[src/rtl/mem_arbiter.sv]
// Shares one single-port word memory between the fetch port and the load/store port.
// Data accesses win, bounded by a streak limit; bad addresses fault instead of accessing memory.
module mem_arbiter #(
    parameter logic [31:0] ENTRY    = 32'h8000_0000,
    parameter int          DEPTH    = 2048,
    parameter int          MAX_DRUN = 4,
    localparam int         IDX_W    = $clog2(DEPTH)
) (
    input  logic             clk,
    input  logic             reset,
    input  logic             if_req,
    input  logic [31:0]      if_addr,
    output logic             if_gnt,
    output logic             if_rvalid,
    output logic [31:0]      if_rdata,
    output logic             if_fault,
    input  logic             d_req,
    input  logic             d_we,
    input  logic [3:0]       d_be,
    input  logic [31:0]      d_addr,
    input  logic [31:0]      d_wdata,
    output logic             d_gnt,
    output logic             d_rvalid,
    output logic [31:0]      d_rdata,
    output logic             d_fault,
    output logic             mem_en,
    output logic             mem_we,
    output logic [3:0]       mem_be,
    output logic [IDX_W-1:0] mem_idx,
    output logic [31:0]      mem_wdata,
    input  logic [31:0]      mem_rdata
);

    typedef enum logic [1:0] {
        OWN_NONE,
        OWN_IF,
        OWN_D
    } owner_t;

    localparam logic [3:0] RUN_MAX = 4'(MAX_DRUN);

    owner_t      owner_q, owner_d;
    logic        fault_q, fault_d;
    logic        read_q, read_d;
    logic [3:0]  run_cnt;
    logic [31:0] sel_addr;
    logic [31:0] off;
    logic        addr_fault;
    logic [31:0] resp_data;

    // Addresses below ENTRY wrap to a huge offset and so fail the range test too.
    always_comb begin
        d_gnt      = 1'b0;
        if_gnt     = 1'b0;
        mem_en     = 1'b0;
        mem_we     = 1'b0;
        mem_be     = 4'b0000;
        mem_idx    = '0;
        mem_wdata  = 32'h0;
        if (!reset) begin
            if (d_req && !(if_req && run_cnt == RUN_MAX))
                d_gnt = 1'b1;
            else if (if_req)
                if_gnt = 1'b1;
        end
        sel_addr   = d_gnt ? d_addr : if_addr;
        off        = sel_addr - ENTRY;
        addr_fault = (off[1:0] != 2'b00) || ({2'b00, off[31:2]} >= 32'(DEPTH));
        if ((d_gnt || if_gnt) && !addr_fault) begin
            mem_en  = 1'b1;
            mem_idx = off[IDX_W+1:2];
            if (d_gnt) begin
                mem_we    = d_we && (d_be != 4'b0000);
                mem_be    = d_we ? d_be : 4'b0000;
                mem_wdata = d_wdata;
            end
        end
        owner_d = d_gnt ? OWN_D : (if_gnt ? OWN_IF : OWN_NONE);
        fault_d = (d_gnt || if_gnt) && addr_fault;
        read_d  = if_gnt || (d_gnt && !d_we);
    end

    always_ff @(posedge clk) begin
        if (reset) begin
            owner_q <= OWN_NONE;
            fault_q <= 1'b0;
            read_q  <= 1'b0;
            run_cnt <= 4'd0;
        end else begin
            owner_q <= owner_d;
            fault_q <= fault_d;
            read_q  <= read_d;
            if (!if_req || if_gnt)
                run_cnt <= 4'd0;
            else if (d_gnt && run_cnt != RUN_MAX)
                run_cnt <= run_cnt + 4'd1;
        end
    end

    // Gating with reset drops a response that is in flight when reset rises.
    always_comb begin
        resp_data = (read_q && !fault_q) ? mem_rdata : 32'h0;
        if_rvalid = !reset && (owner_q == OWN_IF);
        d_rvalid  = !reset && (owner_q == OWN_D);
        if_rdata  = if_rvalid ? resp_data : 32'h0;
        d_rdata   = d_rvalid ? resp_data : 32'h0;
        if_fault  = if_rvalid && fault_q;
        d_fault   = d_rvalid && fault_q;
    end

endmodule
[config.mk]
export PLATFORM = sky130hd
export DESIGN_NAME = mem_arbiter
export DESIGN_NICKNAME = d
export VERILOG_FILES = /design/src/rtl/mem_arbiter.sv
export SDC_FILE = /design/constraint.sdc
export NUM_CORES = 1
export LEC_CHECK = 0
export ABC_AREA = 1
export ABC_CLOCK_PERIOD_IN_PS = 3100
export CORE_AREA = 2 2 99 101
export DETAILED_ROUTE_END_ITERATION = 8
export DIE_AREA = 0 0 101 103
export GPL_TIMING_DRIVEN = 0
export HOLD_SLACK_MARGIN = 0.08
export PLACE_DENSITY = 0.66
export SLEW_MARGIN = 20
export SYNTH_ARGS = -nofsm -noshare
export SYNTH_HDL_FRONTEND = slang
export SYNTH_SLANG_ARGS = --single-unit
export TNS_END_PERCENT = 30
[constraint.sdc]
create_clock -name clk -period 3.1 [get_ports clk]
set_input_delay 0.93 -clock clk [delete_from_list [all_inputs] [get_ports clk]]
set_output_delay 0.93 -clock clk [all_outputs]
set_load 0.01 [all_outputs]
==> qor.yml, run 1 <==
outcome:
  status: "completed"
clock_network:
  numCtsBuffers: 3
  clk-insertion-delay-late_ns: 0.22
  path_clk_slew_ns: 0.04
  clockBufferDepth: 2
  root_buffer: "clkbuf_8"
  cts_tree: "yes"
  clock-sinks: 8
  hold_buffers: 0
  htreeDepth: 1
layout:
  nNetsFinal: 758
  fin_util: 0.475
  area_delta_synth_final_pct: 170
  antenna-diode-count: 0
  finish.instance_area_sq_um: 4490
  ff_latch_area_sq_um: 160
  fill_cells: 1044
  drive_gt1_frac: 0.203
  multi_input_area_sq_um: 1200
critical_path:
  crit_chain: "clkdlybuf4s15_1, nor2_1, nand2_1, nor2_1, nand4_1, nand2_4, nand2_8, buf_12, nor2_4, buf_6"
  cp-startpoint: "if_addr[25]"
  cpMostUsedCell: "nor2_1"
  cp_data_arrival_time_ns: 2.13
  rrSetupSlack_ns: 1.60
  cp_max_fo: 5
  cp-end-kind: "output port"
  worstSetupPathType: "input pin to output port"
  cp_data_required_time_ns: 2.17
  worstReg2RegStart: "run_cnt[0]"
  slowest_stage: "clkdlybuf4s15_1"
  start_kind: "input pin"
  cpPeakStageDelay_ns: 0.16
placed_design:
  dpl_cell_area_sq_um: 4360
  gp_congestion: 0.843
  dp_hpwl_mm: 7.70
  io_buffers: 255
detailed_routing:
  drt-initial-drc-count: 47
  firstDrtPassIters: 4
  vias_per_cell: 4.06
  drtAntennaViolNets: 0
  route.detailed.drc: 0
  wirelength_mm: 9.01
  vias: 2967
  routedWlPerCell_microns: 12.3
die:
  core_sq_um: 9460
  initial_core_util: 0.176
  pin_count: 256
  dieArea_sq_um: 10400
  die_x_microns: 101
  die_height_microns: 103
  num_rows: 36
timing:
  fmax_ghz: 0.327
  finalHoldViolations: 0
  finalMaxSlewViolations: 0
  setup-violations-final: 0
  tightest_slew_ns: 0.484
  fin_skew_ns: 0.00214
  whs_ns: 0.566
  post-route-min-period_ns: 3.06
  slew_headroom: 0.677
  fin_crit_sh: 0.986
  grt_setup_unrepaired: "yes"
grt:
  gr-usage-met3: 0.0447
  grt_overflow: 0
  grt_pass1_wl_mm: 13.5
  grt_pass1_vias: 2880
  globalRoute.busiestLayer: "met2"
  grtUsageMet2: 0.317
  grt_util_met1: 0.171
  grt_max_degree: 11
  gr-usage-all-layers: 0.162
  antenna_found_initial: 0
pwr:
  powerDensity_nw_per_um2: 119
  power_leakage_nw: 2.62
  ir_worst_vdd_v: 0.0000788
min_path:
  hp-class: "flip-flop to flip-flop"
  hold_path.startpoint: "run_cnt[3]"
logic_synthesis:
  yosys_warnings: 0
  syn_inst: 350
  syn_avg_cell_area_sq_um: 4.75
  synth-seq-cells: 8
  syn-num-nets: 489
  synth_cell_types: 24
  synth.yosys.seq_area_share: 0.0962
  syn_area_sq_um: 1660
job:
  maxCapViolCount: 0
## where the power goes
part           switching (mW)  internal, mW
clock network          0.0378        0.0838
registers             0.00214         0.107
logic                   0.124         0.180
total                   0.164         0.371
## routing by layer
metal / part of all wire / wire, microns
met3: 0.085 / 763
met4: 0.0097 / 87
met1: 0.37 / 3350
met2: 0.53 / 4810
met5: 0 / 0
## per-stage QoR
step                instances  setup TNS (ns)  total power [mW]  setup WS (ns)
floorplan                 350               0             0.200          0.231
global route              731          -0.910             0.579        -0.0724
CTS                       730         -0.0964             0.533        -0.0786
detailed placement        719          -88.30             0.408         -0.922
global placement          719          -86.25             0.402         -0.887
finish                    731               0             0.535         0.0441
## synthesized netlist by cell type
master,count,area [sq um]
nand3_1,4,20.0
nor2_1,67,251
nor2_2,9,56.3
xor2_1,2,17.5
or2_1,1,6.26
o2111ai_1,1,8.76
nand3_4,2,35.0
o21ai_0,2,10.0
buf_6,1,11.3
inv_1,101,379
nand4_2,1,12.5
nand2_1,55,206
clkbuf_1,12,45.0
inv_2,4,15.0
nand4_1,1,6.26
or2_2,1,6.26
ha_1,2,25.0
buf_2,5,25.0
nor3_1,66,330
nand2_2,1,6.26
nand2_4,1,11.3
o41ai_1,1,8.76
a21oi_1,2,10.0
dfxtp_1,8,160
## path summary, 6_finish.rpt
kind / to / cells past startpoint
worst max register to register: run_cnt[2] / 9
worst min-delay path: run_cnt[3] / 2
worst max-delay path: mem_idx[4] / 10
worst min register to register: run_cnt[3] / 2
## registers in the layout, summed over array words and instances (netlist names)
| register | count |
|---|---|
| fault_q | 1 |
| read_q | 1 |
| run_cnt | 4 |
| owner_q | 2 |
## cells by family (layout without fill, tap and decap cells)
| logic type | after synthesis | count (layout) | share of synthesized area |
|---|---|---|---|
| simple gates | 209 | 210 | 0.570 |
| compound gates | 6 | 6 | 0.0226 |
| flops | 8 | 8 | 0.0962 |
| buf+inv | 123 | 389 | 0.286 |
| fa+ha+maj | 2 | 2 | 0.0150 |
| xor+xnor | 2 | 2 | 0.0105 |
## cells in the final DEF, fill, tap and decap left out, drive strengths merged
cell           count
inv              105
clkdlybuf4s50     94
dlygate4sd2       80
nor2              76
nor3              66
nand2             58
buf               44
clkbuf            34
clkdlybuf4s15     27
dfxtp              8
nand3              6
dlymetal6s2s       5
xor2               2
a21oi              2
ha                 2
nand4              2
or2                2
o21ai              2
o41ai              1
o2111ai            1
## critical path, delay by kind of cell
family	cells	cell delay [ns]
buf+inv	3	0.42
simple gates	7	0.76
## timing repair
item,in CTS,in global routing
pin swaps,44,37
setup buffers,6,1
endpoints found under the setup margin,119,54
resized for setup,317,78
cloned,2,0
## area by class of cell
cell class	instances	area share
multi-input cells	220	0.268
flip-flops and latches	8	0.0356
inverters	105	0.0894
repair buffers	263	0.537
plain buffers	18	0.0292
well taps	114	0.0317
clock buffers	3	0.00919
Power figures use the tool's default switching activity.
==> run 2: changes to the inputs <==
--- a/config.mk
+++ b/config.mk
@@ -6,13 +6,15 @@
 export NUM_CORES = 1
 export LEC_CHECK = 0
 export ABC_AREA = 1
-export ABC_CLOCK_PERIOD_IN_PS = 3100
-export CORE_AREA = 2 2 99 101
+export ABC_CLOCK_PERIOD_IN_PS = 3700
+export CELL_PAD_IN_SITES_DETAIL_PLACEMENT = 2
+export CELL_PAD_IN_SITES_GLOBAL_PLACEMENT = 2
+export CORE_ASPECT_RATIO = 0.9
+export CORE_UTILIZATION = 10
 export DETAILED_ROUTE_END_ITERATION = 8
-export DIE_AREA = 0 0 101 103
 export GPL_TIMING_DRIVEN = 0
 export HOLD_SLACK_MARGIN = 0.08
-export PLACE_DENSITY = 0.66
+export PLACE_DENSITY_LB_ADDON = 0.1
 export SLEW_MARGIN = 20
 export SYNTH_ARGS = -nofsm -noshare
 export SYNTH_HDL_FRONTEND = slang
==> constraint.sdc (replaced) <==
create_clock -name clk -period 3.7 [get_ports clk]
set_input_delay 1.11 -clock clk [delete_from_list [all_inputs] [get_ports clk]]
set_output_delay 1.11 -clock clk [all_outputs]
set_load 0.01 [all_outputs]
==> qor.yml, run 2 (same netlist as run 1, synthesis figures left out) <==
critical_path:
  cp_data_arrival_time_ns: 2.53
  cp_data_required_time_ns: 2.59
  crit_family: "simple AND/OR/NAND/NOR gates"
  cp-end-kind: "output port"
  critical_path_buf_inv_count: 4
  cp_max_fo: 5
  crit_chain: "dlygate4sd2_1, nor2_1, nand2_1, nor3_4, nand3_4, nand2_4, nand2_8, buf_12, buf_6, nor2_2, buf_2"
  worstSetupPathType: "input pin to output port"
  slowest_stage: "dlygate4sd2_1"
  rrSetupSlack_ns: 2.08
  start_kind: "input pin"
  cpPeakStageDelay_ns: 0.23
timing:
  tightest_slew_ns: 0.518
  finalHoldViolations: 0
  grt_setup_unrepaired: "yes"
  finalMaxSlewViolations: 0
  fmax_ghz: 0.275
  fin_skew_ns: 0.000821
  whs_ns: 0.567
  setup-violations-final: 0
  setup_tns_ns: 0
  post-route-min-period_ns: 3.64
  slew_headroom: 0.655
  fin_crit_sh: 0.985
placed_design:
  gp_congestion: 0.710
  dp_cells: 812
  dp_hpwl_mm: 9.92
  io_buffers: 255
  dpl_cell_area_sq_um: 4480
layout:
  area_delta_synth_final_pct: 170
  final_common_cell: "clkdlybuf4s50_1"
  fill_cells: 1979
  reg_top3: "run_cnt x4, owner_q x2"
  antenna-diode-count: 0
  largest_reg_flops: 4
  multi_input_area_sq_um: 1120
  drive_gt1_frac: 0.170
  nNetsFinal: 757
  fin_cells: 823
  ff_latch_area_sq_um: 160
  layout_common_cells: "105 x clkdlybuf4s50_1, 100 x inv_1, 90 x dlygate4sd2_1"
  fin_util: 0.278
  regMostFlops: "run_cnt"
  finish.instance_area_sq_um: 4490
grt:
  grt_max_degree: 11
  antenna_found_initial: 0
  globalRoute.busiestLayer: "met2"
  grtUsageMet2: 0.246
  gr-usage-all-layers: 0.131
  grt_pass1_wl_mm: 17.8
  gr-usage-met3: 0.0326
  grt_pass1_vias: 3452
  grt_util_met1: 0.142
  grt_overflow: 0
pwr:
  power_leakage_nw: 2.70
  ir_worst_vdd_v: 0.0000799
  powerDensity_nw_per_um2: 115
clock_network:
  path_clk_slew_ns: 0.04
  clockBufferDepth: 2
  clk-insertion-delay-late_ns: 0.23
  htreeDepth: 1
  numCtsBuffers: 3
  root_buffer: "clkbuf_16"
  clock-sinks: 8
  cts_tree: "yes"
die:
  die_x_microns: 138
  core_sq_um: 16200
  die_height_microns: 124
  pin_count: 256
  initial_core_util: 0.103
  num_rows: 44
  dieArea_sq_um: 17200
detailed_routing:
  firstDrtPassIters: 4
  drtAntennaViolNets: 0
  wirelength_mm: 11.5
  drt-initial-drc-count: 45
  routedWlPerCell_microns: 14.0
  route.detailed.drc: 0
  vias_per_cell: 3.79
  vias: 3118
outcome:
  status: "completed"
min_path:
  hp-class: "flip-flop to flip-flop"
job:
  maxCapViolCount: 0
[run 2: final timing paths]
kind                                  from  depth (start not counted)    endpoint
worst min register to register  run_cnt[3]                          2  run_cnt[3]
worst max register to register  run_cnt[0]                          9     fault_q
worst max-delay path            d_addr[17]                         11   mem_be[1]
worst min-delay path            run_cnt[3]                          2  run_cnt[3]
[run 2: metal layers]
metal | vias up | wire (microns)
met5 | - | 0
met4 | 0 | 119
met3 | 6 | 1180
met2 | 134 | 5890
met1 | 1424 | 4350
li1 | 1554 | -
[run 2: where the power goes]
group | internal (mW) | total [mW] | switching (mW)
Sequential | 0.0899 | 0.0916 | 0.00166
Combinational | 0.145 | 0.245 | 0.0996
Clock | 0.139 | 0.181 | 0.0416
Total | 0.374 | 0.517 | 0.143
[run 2: repair_timing]
action,CTS,global route
resized for setup,279,46
setup endpoints to repair,118,56
cloned,1,0
pin swaps,40,5
hold buffers,0,0
setup buffers,8,0
[run 2: layout make-up]
type,count,area share
clock buffer,3,0.0167
timing repair buffer,264,0.526
multi-input combinational,219,0.249
sequential,8,0.0356
tap,207,0.0576
inverter,105,0.0883
buffer,17,0.0270
[run 2: through the flow]
step           setup slack, ns  total power [mW]
2_1_floorplan            0.471             0.167
3_3_place_gp            -0.768             0.341
3_5_place_dp            -0.777             0.349
4_1_cts                -0.0378             0.526
5_1_grt                -0.0541             0.552
6_report                0.0571             0.517
[run 2: worst min-delay path, cell delays in order, from the launching register on]
cell       delay (ns)
dfxtp_1          0.35
o2111ai_1        0.13
inv_1            0.06
